**src/rtl/dev_input_uart_pkg.sv**
```systemverilog
// Shared constants and state encodings for the UART tape-input feeder.
package dev_input_uart_pkg;
  localparam int unsigned UART_BIT_COUNT = 8;
  localparam int unsigned CODE_WIDTH     = 5;

  typedef enum logic [1:0] {IDLE, START, DATA, STOP} rx_state_t;
  typedef enum logic {H_IDLE, H_VALID} hs_state_t;
endpackage

```
**src/rtl/dev_input_uart_rx.sv**
```systemverilog
// 8N1 UART receiver: input synchroniser, baud counter and RX FSM.
module uart_rx_8n1
  import dev_input_uart_pkg::*;
#(
  parameter int unsigned CLKS_PER_BIT = 434
) (
  input  logic                      clk,
  input  logic                      resetn,
  input  logic                      uart_rx,
  output logic [UART_BIT_COUNT-1:0] rx_byte,
  output logic                      byte_valid,
  output logic                      frame_err
);
  localparam int unsigned BW = $clog2(CLKS_PER_BIT);
  localparam logic [BW-1:0] HALF_CNT = BW'(CLKS_PER_BIT / 2);
  localparam logic [BW-1:0] LAST_CNT = BW'(CLKS_PER_BIT - 1);
  localparam logic [2:0]    LAST_BIT = 3'(UART_BIT_COUNT - 1);

  rx_state_t                 state;
  logic                      rx_meta;
  logic                      rx_sync;
  logic [BW-1:0]             baud_cnt;
  logic [2:0]                bit_cnt;
  logic [UART_BIT_COUNT-1:0] shreg;
  logic                      break_wait;

  always_ff @(posedge clk or negedge resetn) begin
    if (!resetn) begin
      rx_meta    <= 1'b1;
      rx_sync    <= 1'b1;
      state      <= IDLE;
      baud_cnt   <= '0;
      bit_cnt    <= '0;
      shreg      <= '0;
      rx_byte    <= '0;
      byte_valid <= 1'b0;
      frame_err  <= 1'b0;
      break_wait <= 1'b0;
    end else begin
      rx_meta    <= uart_rx;
      rx_sync    <= rx_meta;
      byte_valid <= 1'b0;
      frame_err  <= 1'b0;
      case (state)
        IDLE: begin
          if (!rx_sync) begin
            state    <= START;
            baud_cnt <= '0;
            bit_cnt  <= '0;
          end
        end
        START: begin
          if (baud_cnt == HALF_CNT) begin
            baud_cnt <= '0;
            state    <= rx_sync ? IDLE : DATA;
          end else begin
            baud_cnt <= baud_cnt + BW'(1);
          end
        end
        DATA: begin
          if (baud_cnt == LAST_CNT) begin
            baud_cnt <= '0;
            shreg    <= {rx_sync, shreg[UART_BIT_COUNT-1:1]};
            bit_cnt  <= bit_cnt + 3'd1;
            if (bit_cnt == LAST_BIT) state <= STOP;
          end else begin
            baud_cnt <= baud_cnt + BW'(1);
          end
        end
        STOP: begin
          // After a framing error, park here until the line idles high so a
          // held break is not re-read as a stream of start bits.
          if (break_wait) begin
            if (rx_sync) begin
              break_wait <= 1'b0;
              state      <= IDLE;
            end
          end else if (baud_cnt == LAST_CNT) begin
            baud_cnt <= '0;
            if (rx_sync) begin
              rx_byte    <= shreg;
              byte_valid <= 1'b1;
              state      <= IDLE;
            end else begin
              frame_err  <= 1'b1;
              break_wait <= 1'b1;
            end
          end else begin
            baud_cnt <= baud_cnt + BW'(1);
          end
        end
        default: state <= IDLE;
      endcase
    end
  end
endmodule

```
**src/rtl/dev_input_uart.sv**
```systemverilog
// Host-PC UART feeder for the tape-input channel: code filter, character FIFO
// and four-phase level handshake towards the core.
module dev_input_uart
  import dev_input_uart_pkg::*;
#(
  parameter int unsigned CLKS_PER_BIT = 434,
  parameter int unsigned FIFO_DEPTH   = 8
) (
  input  logic                        clk,
  input  logic                        resetn,
  input  logic                        uart_rx,
  input  logic                        dev_input_rdy,
  output logic                        dev_input_val,
  output logic [CODE_WIDTH-1:0]       dev_input_data,
  input  logic                        clr_status,
  output logic                        sts_overflow,
  output logic                        sts_frame_err,
  output logic                        sts_bad_code,
  output logic [$clog2(FIFO_DEPTH):0] fifo_level
);
  localparam int unsigned PW   = $clog2(FIFO_DEPTH);
  localparam int unsigned LVLW = PW + 1;
  localparam logic [LVLW-1:0] FULL_LVL = LVLW'(FIFO_DEPTH);

  logic [UART_BIT_COUNT-1:0] rx_byte;
  logic                      byte_valid;
  logic                      frame_err;

  uart_rx_8n1 #(.CLKS_PER_BIT(CLKS_PER_BIT)) u_rx (
    .clk        (clk),
    .resetn     (resetn),
    .uart_rx    (uart_rx),
    .rx_byte    (rx_byte),
    .byte_valid (byte_valid),
    .frame_err  (frame_err)
  );

  logic [CODE_WIDTH-1:0] mem [FIFO_DEPTH];
  logic [PW-1:0]         wr_ptr;
  logic [PW-1:0]         rd_ptr;
  hs_state_t             hs_state;

  logic code_ok, push_req, bad_evt, pop, fifo_full, push, ovf_evt;

  // A pop in the same cycle frees the head slot, so a full FIFO still accepts.
  always_comb begin
    code_ok   = (rx_byte[UART_BIT_COUNT-1:CODE_WIDTH] == '0);
    push_req  = byte_valid && code_ok;
    bad_evt   = byte_valid && !code_ok;
    pop       = (hs_state == H_VALID) && !dev_input_rdy;
    fifo_full = (fifo_level == FULL_LVL);
    push      = push_req && (!fifo_full || pop);
    ovf_evt   = push_req && fifo_full && !pop;
  end

  always_ff @(posedge clk or negedge resetn) begin
    if (!resetn) begin
      for (int unsigned i = 0; i < FIFO_DEPTH; i++) mem[i] <= '0;
      wr_ptr     <= '0;
      rd_ptr     <= '0;
      fifo_level <= '0;
    end else begin
      if (push) begin
        mem[wr_ptr] <= rx_byte[CODE_WIDTH-1:0];
        wr_ptr      <= wr_ptr + PW'(1);
      end
      if (pop) rd_ptr <= rd_ptr + PW'(1);
      case ({push, pop})
        2'b10:   fifo_level <= fifo_level + LVLW'(1);
        2'b01:   fifo_level <= fifo_level - LVLW'(1);
        default: fifo_level <= fifo_level;
      endcase
    end
  end

  always_ff @(posedge clk or negedge resetn) begin
    if (!resetn) begin
      hs_state       <= H_IDLE;
      dev_input_val  <= 1'b0;
      dev_input_data <= '0;
    end else begin
      case (hs_state)
        H_IDLE: begin
          if ((fifo_level != '0) && dev_input_rdy) begin
            dev_input_data <= mem[rd_ptr];
            dev_input_val  <= 1'b1;
            hs_state       <= H_VALID;
          end
        end
        H_VALID: begin
          if (!dev_input_rdy) begin
            dev_input_val <= 1'b0;
            hs_state      <= H_IDLE;
          end
        end
        default: hs_state <= H_IDLE;
      endcase
    end
  end

  always_ff @(posedge clk or negedge resetn) begin
    if (!resetn) begin
      sts_overflow  <= 1'b0;
      sts_frame_err <= 1'b0;
      sts_bad_code  <= 1'b0;
    end else begin
      sts_overflow  <= ovf_evt   | (sts_overflow  & ~clr_status);
      sts_frame_err <= frame_err | (sts_frame_err & ~clr_status);
      sts_bad_code  <= bad_evt   | (sts_bad_code  & ~clr_status);
    end
  end
endmodule
```
**config.mk**
```make
export PLATFORM = sky130hd
export DESIGN_NAME = dev_input_uart
export DESIGN_NICKNAME = d
export VERILOG_FILES = /design/src/rtl/dev_input_uart_pkg.sv /design/src/rtl/dev_input_uart_rx.sv /design/src/rtl/dev_input_uart.sv
export SDC_FILE = /design/constraint.sdc
export NUM_CORES = 1
export LEC_CHECK = 0
export ABC_AREA = 1
export CAP_MARGIN = 15
export CORE_MARGIN = 3
export CORE_UTILIZATION = 35
export DETAILED_ROUTE_END_ITERATION = 10
export SLEW_MARGIN = 20
export SYNTH_ARGS = -nofsm -noshare
export SYNTH_HDL_FRONTEND = slang
export SYNTH_SLANG_ARGS = --single-unit
```
**constraint.sdc**
```tcl
create_clock -name clk -period 3.4 [get_ports clk]
set_input_delay 0.51 -clock clk [delete_from_list [all_inputs] [get_ports clk]]
set_output_delay 0.51 -clock clk [all_outputs]
set_load 0.05 [all_outputs]
```
# Yosys cells after proc, flatten, opt, wreduce, memory -nomap -nowiden
# Index checks and enable logic that the tools add are counted.
# totals
reg_bits,95
in_bits,5
output_inout_bits,13
word_cells,128
# classes
addsub,6
n_lt_le_gt_ge,3
n_eq_ne,17
mux,39
n_bitwise,11
reduce_logical,25
# op_table
operator,count
bitwise mux 40 bit,1
two-way mux 9 bit,4
case mux 9 bit (4 select lines),1
two-way mux 2 bit,8
binary-select mux 5 bit (select 3 bit),1
demux 5 bit (select 3 bit),1
two-way mux 5 bit,3
two-way mux 1 bit,13
adder 3 x 1 -> 3 bit (second input constant),3
adder 9 x 1 -> 9 bit (second input constant),1
equality test 9 x 8 -> 1 bit (second input constant),1
equality test 9 bit (second input constant),1
>= comparator 4 bit (second input constant),2
logical AND 1 bit,8
!= test 2 bit (second input constant),4
inverter 3 -> 4 bit,2
case mux 2 bit (4 select lines),1
case mux 4 bit (2 select lines),1
AND reduction 2 bit,4
equality test 2 bit (second input constant),3
two-way mux 3 bit,2
!= test 2 x 1 -> 1 bit (second input constant),3
case mux 3 bit (2 select lines),1
AND reduction 5 bit,1
19 further kinds,31

# Longest topological paths before layout
# logic_depth
depth_word,6
ltp_mapped,11
mapped_depth_nobuf,11

# By module
# A second synthesis with hierarchy kept.
# hier_totals
hier_cells,577
hier_area_um2,4700.8
# by_module_without_submodules
module,n_inst,cells_each,area_per_inst_um2,seq_area_each_um2
dev_input_uart,1,382,3001.6,1501.4
uart_rx_8n1,1,195,1699.1,878.3

# Worst setup path after synthesis
# OpenSTA, ideal clock, no wires.
# synth_path
path_type,input port to flip-flop
from,input dev_input_rdy
to,register fifo_level[2]
setup_ps,113
arrival_ps,1770
required_ps,3287
path_slack_ps,1517
path_stages,9
n_path_buf,0
cell_sequence,nor2_8 > nand2_1 > xor2_1 > ha_1 > or2_2 > o21ai_0 > nand3_1 > nand2_1 > inv_1
# synth_between
elab_chain_cells,6
elab_cells_between_ends,8
cone_classes,eq/ne (2); mux (1); reduce/logical (5)
# synth_rtl
element,line_no,source
from (decl),dev_input_uart.sv:12,"input logic dev_input_rdy,"
logical NOT 1 bit *,n/a,
logical AND 1 bit *,dev_input_uart.sv:50,pop = (hs_state == H_VALID) && !dev_input_rdy;
logical OR 1 bit,dev_input_uart.sv:52,push = push_req && (!fifo_full || pop);
logical AND 1 bit,dev_input_uart.sv:52,
equality test 2 x 1 -> 1 bit / equality test 2 bit (equally long branches),dev_input_uart.sv:68,"case ({push, pop})"
case mux 4 bit (2 select lines) / nonzero test 2 bit (equally long branches),n/a,
to (signal assigned),dev_input_uart.sv:69,2'b10: fifo_level <= fifo_level + LVLW'(1);
to (signal assigned),dev_input_uart.sv:70,2'b01: fifo_level <= fifo_level - LVLW'(1);
to (signal assigned),dev_input_uart.sv:71,default: fifo_level <= fifo_level;
to (decl),dev_input_uart.sv:19,output logic [$clog2(FIFO_DEPTH):0] fifo_level
# Every way passes the cells marked *; elsewhere a longest branch is shown, timed or not.
# A chain may end at the register's enable or synchronous reset.

# Worst setup path after layout
# Ends and elaborated chain as after synthesis.

==> results by group <==
Drt
  – Drt initial violations: between 200 and 250
  – Final WL: 8896 µm
  – Vias: roughly 3400
  – DR DRC count: 0
  – Post-route ant nets: 0
  – Wire per inst: approximately 13 µm
  – Number of vias per cell: approximately 4.8
  – 1st-pass router iterations: 4

CTS
  – Clk slew on worst S/H paths: approximately 60 ps
  – Clk_lat worst skew: about 340 ps
  – Clock Sinks: 95
  – Root buffer cell: clkbuf_16
  – # hold bufs at CTS: 0
  – CTS Buf Count: 9
  – Setup bufs post-CTS: 0
  – Post_cts resized: 0
  – Clock tree buffer depth: 2
  – CTS tree: done
  – H-Tree Level Count: 3

Power
  – Sequential share of power: 39.6%
  – Static Leak: 2.393 nW
  – Combinational Power Share: 24.7%
  – Switching power: 1.017 mW
  – Clk network pwr share: between 30% and 40%
  – Sw frac: a little under a third
  – Pwr per Cell Area: 628.7 mW/mm²
  – Internal power: roughly 2.2 mW
  – Max rail drop VDD: about 0.00032 V

Final layout
  – Layout overhead on the synthesized area: 15.95%
  – Filler cell count: between 1000 and 1500
  – Share of layout cells above drive strength 1: between 10 and 15%
  – Most frequent cells in the layout: 121 x nand2_1, 93 x dfrtp_1, 53 x o21ai_1
  – Commonest non-fill, non-tap cell in the layout: nand2_1
  – Non-Filler Instances: roughly 700
  – Ant diodes: 0
  – Nets@finish: 535

Logic synthesis
  – Syn_nets: approximately 510
  – Multiplexer area fraction after synthesis: 0%
  – Sequential fraction of the synthesis area: a little over half
  – Cell area after synthesis: about 0.0044 mm²
  – Post-Synth Simple-Gate Area: roughly 23%
  – Post-Synth XOR/XNOR Area: 1.381%
  – Number of synthesized register bits: 95
  – Warnings, synthesis: 0
  – Synthesized-area fraction occupied by ao, oa, aoi and oai cells: approximately 14%
  – Synth Area in Adders: a little under 2%
  – Largest family of logic cells by synthesized area: simple AND/OR/NAND/NOR gates
  – Unique masters post-synth: 37
  – Post-synthesis instance total: 500
  – Post-synth ARST share: 100.0%
  – Primary FF master, synth: dfrtp_1
  – Syn Area/Cell: between 8 and 9 µm²
  – Post-synth EDFFs: 0

Timing
  – RSZ-0062 raised after global routing: no
  – Finish-stage setup viols: 0
  – Final Critical Period: roughly 2200 ps
  – Final hold violations: 0
  – Fmax: 0.4525 GHz
  – Max-slew headroom: ~56%
  – Final slew viol count: 0
  – Final TNS setup: 0 ps
  – Tcrit/Tclk final: between 60% and 70%
  – Setup Skew: slightly below 6 ps
  – Worst slew pin tran: ~670 ps

Place
  – Dpl cells: just under 700
  – IO Port Bufs: 17
  – GP Congestion: 0.8400
  – Detailed placement HPWL: ~6000 µm

Worst setup path
  – Crit. End Element: flop
  – Crit Reg-Reg Endpoint: fifo_level[2]
  – RR Startpoint: u_rx.rx_byte[7]
  – Cell count of the worst reg-to-reg path: 10
  – Reg-to-reg slack, setup: ~1400 ps
  – Crit path max fanout: 7
  – Arr. time, crit path: 2450 ps
  – CP required: about 3600 ps
  – CP Launch Type: input port
  – Critical path type: input port to flop

Die
  – Starting Density: a little over a third
  – Num ports: 18
  – Die width: 118.6 µm
  – Core ar.: about 0.012 mm²
  – Die area: between 0.01 and 0.015 mm²
  – Die H: 118.6 µm
  – Rows: 40

Global routing
  – Largest net degree at the start of global routing: 54
  – Total congestion overflow: 0
  – Antenna violations before repair: 0
  – Vias in the first global route: roughly 3400
  – All-Layer GR Usage: between 10% and 20%
  – First-pass GRT wire length: between 15000 and 20000 µm

Outcome
  – Outcome: completed

Min path
  – Worst hold path class: input port to async pin

Job
  – Max_cap viols: 0
==> synth_stat cells, types with 3 or more instances <==
| cell | n | area share (%) |
|---|---|---|
| nand2_1 | 121 | 10 |
| dfrtp_1 | 93 | 52 |
| o21ai_1 | 53 | 6.0 |
| inv_1 | 46 | 3.9 |
| nor2_1 | 41 | 3.5 |
| o21ai_0 | 33 | 3.7 |
| nand3_1 | 19 | 2.1 |
| o22ai_1 | 10 | 1.4 |
| nand2_4 | 8 | 2.0 |
| a21oi_1 | 7 | 0.79 |
| ha_1 | 7 | 2.0 |
| inv_2 | 7 | 0.59 |
| o21ai_2 | 7 | 1.4 |
| xor2_1 | 7 | 1.4 |
| clkbuf_1 | 5 | 0.42 |
| nand4_1 | 4 | 0.56 |
| nand2_2 | 3 | 0.42 |
| nor2_8 | 3 | 1.4 |
| nor3_1 | 3 | 0.34 |
==> registers in the layout, summed over array words and instances (netlist names), 3 cells and up, named ones only <==
| name | flops |
|---|---|
| dev_input_data | 5 |
| fifo_level | 4 |
| mem | 40 |
| rd_ptr | 3 |
| u_rx.baud_cnt | 9 |
| u_rx.bit_cnt | 3 |
| u_rx.rx_byte | 8 |
| u_rx.shreg | 8 |
| wr_ptr | 3 |
==> cells by family (layout without fill, tap and decap cells) <==
kind of cell | Yosys count | after routing
AND/OR/NAND/NOR | 212 | 212
AO/OA/AOI/OAI | 116 | 116
flip-flops | 95 | 95
buffers and inverters | 63 | 90
adder cells (fa/ha/maj) | 7 | 7
XOR/XNOR | 7 | 7
==> area by class of cell <==
type | count | area (µm²) | area share (%)
Inverter | 55 | 211.5 | 4.107
Sequential cell | 95 | 2380 | 46.22
Tap cell | 168 | 210.2 | 4.083
Clock buffer | 12 | 256.5 | 4.982
Multi-Input combinational cell | 342 | 1810 | 35.16
Clock inverter | 3 | 90.09 | 1.750
Timing Repair Buffer | 20 | 190.2 | 3.694
==> power groups by stage <==
stage | Combinational, mW | Sequential, mW | Clock [mW]
finish | 0.799 | 1.28 | 1.16
CTS | 0.801 | 1.28 | 1.20
global route | 0.882 | 1.30 | 1.24
floorplan | 0.391 | 1.46 | 0
global placement | 0.789 | 1.30 | 0
detailed placement | 0.796 | 1.30 | 0
==> worst max path at each step <==
stage	from	endpoint	depth (start not counted)
5_1_grt	dev_input_rdy	fifo_level[2]	10
3_3_place_gp	dev_input_rdy	fifo_level[2]	10
6_report	dev_input_rdy	fifo_level[2]	10
3_5_place_dp	dev_input_rdy	fifo_level[2]	10
4_1_cts	dev_input_rdy	fifo_level[2]	10
2_1_floorplan	dev_input_rdy	fifo_level[2]	9
==> critical path, stage by stage <==
cell and delay [ps]:
clkdlybuf4s50_1 510, nor2_8 200, nand2_1 150, xor2_1 180, ha_1 200, or2_2 270
o21ai_0 220, nand3_1 100, nand2_1 80, inv_1 30
==> per-stage QoR <==
step	total power, mW	utilization, %	hold slack, ps	setup slack (ps)	area, µm²
floorplan	1.852	-	214.4	1517	4441
global placement	2.091	39.32	347.1	884.6	4802
detailed placement	2.098	39.32	346.8	843.7	4802
CTS	3.282	42.16	216.1	1212	5149
global route	3.418	42.16	246.6	1077	5149
finish	3.237	42.16	200.8	1190	5149
==> layer usage <==
| metal | vias to the layer above | wire, µm | global-route usage [%] |
|---|---|---|---|
| met4 | 0 | 104 | 4.852 |
| met1 | 1612 | 4161 | 17.39 |
| met2 | 68 | 4272 | 22.74 |
| li1 | 1679 | - | - |
| met3 | 8 | 359 | 4.019 |
| met5 | - | 0 | 0 |
(Power assumes the default switching activity.)
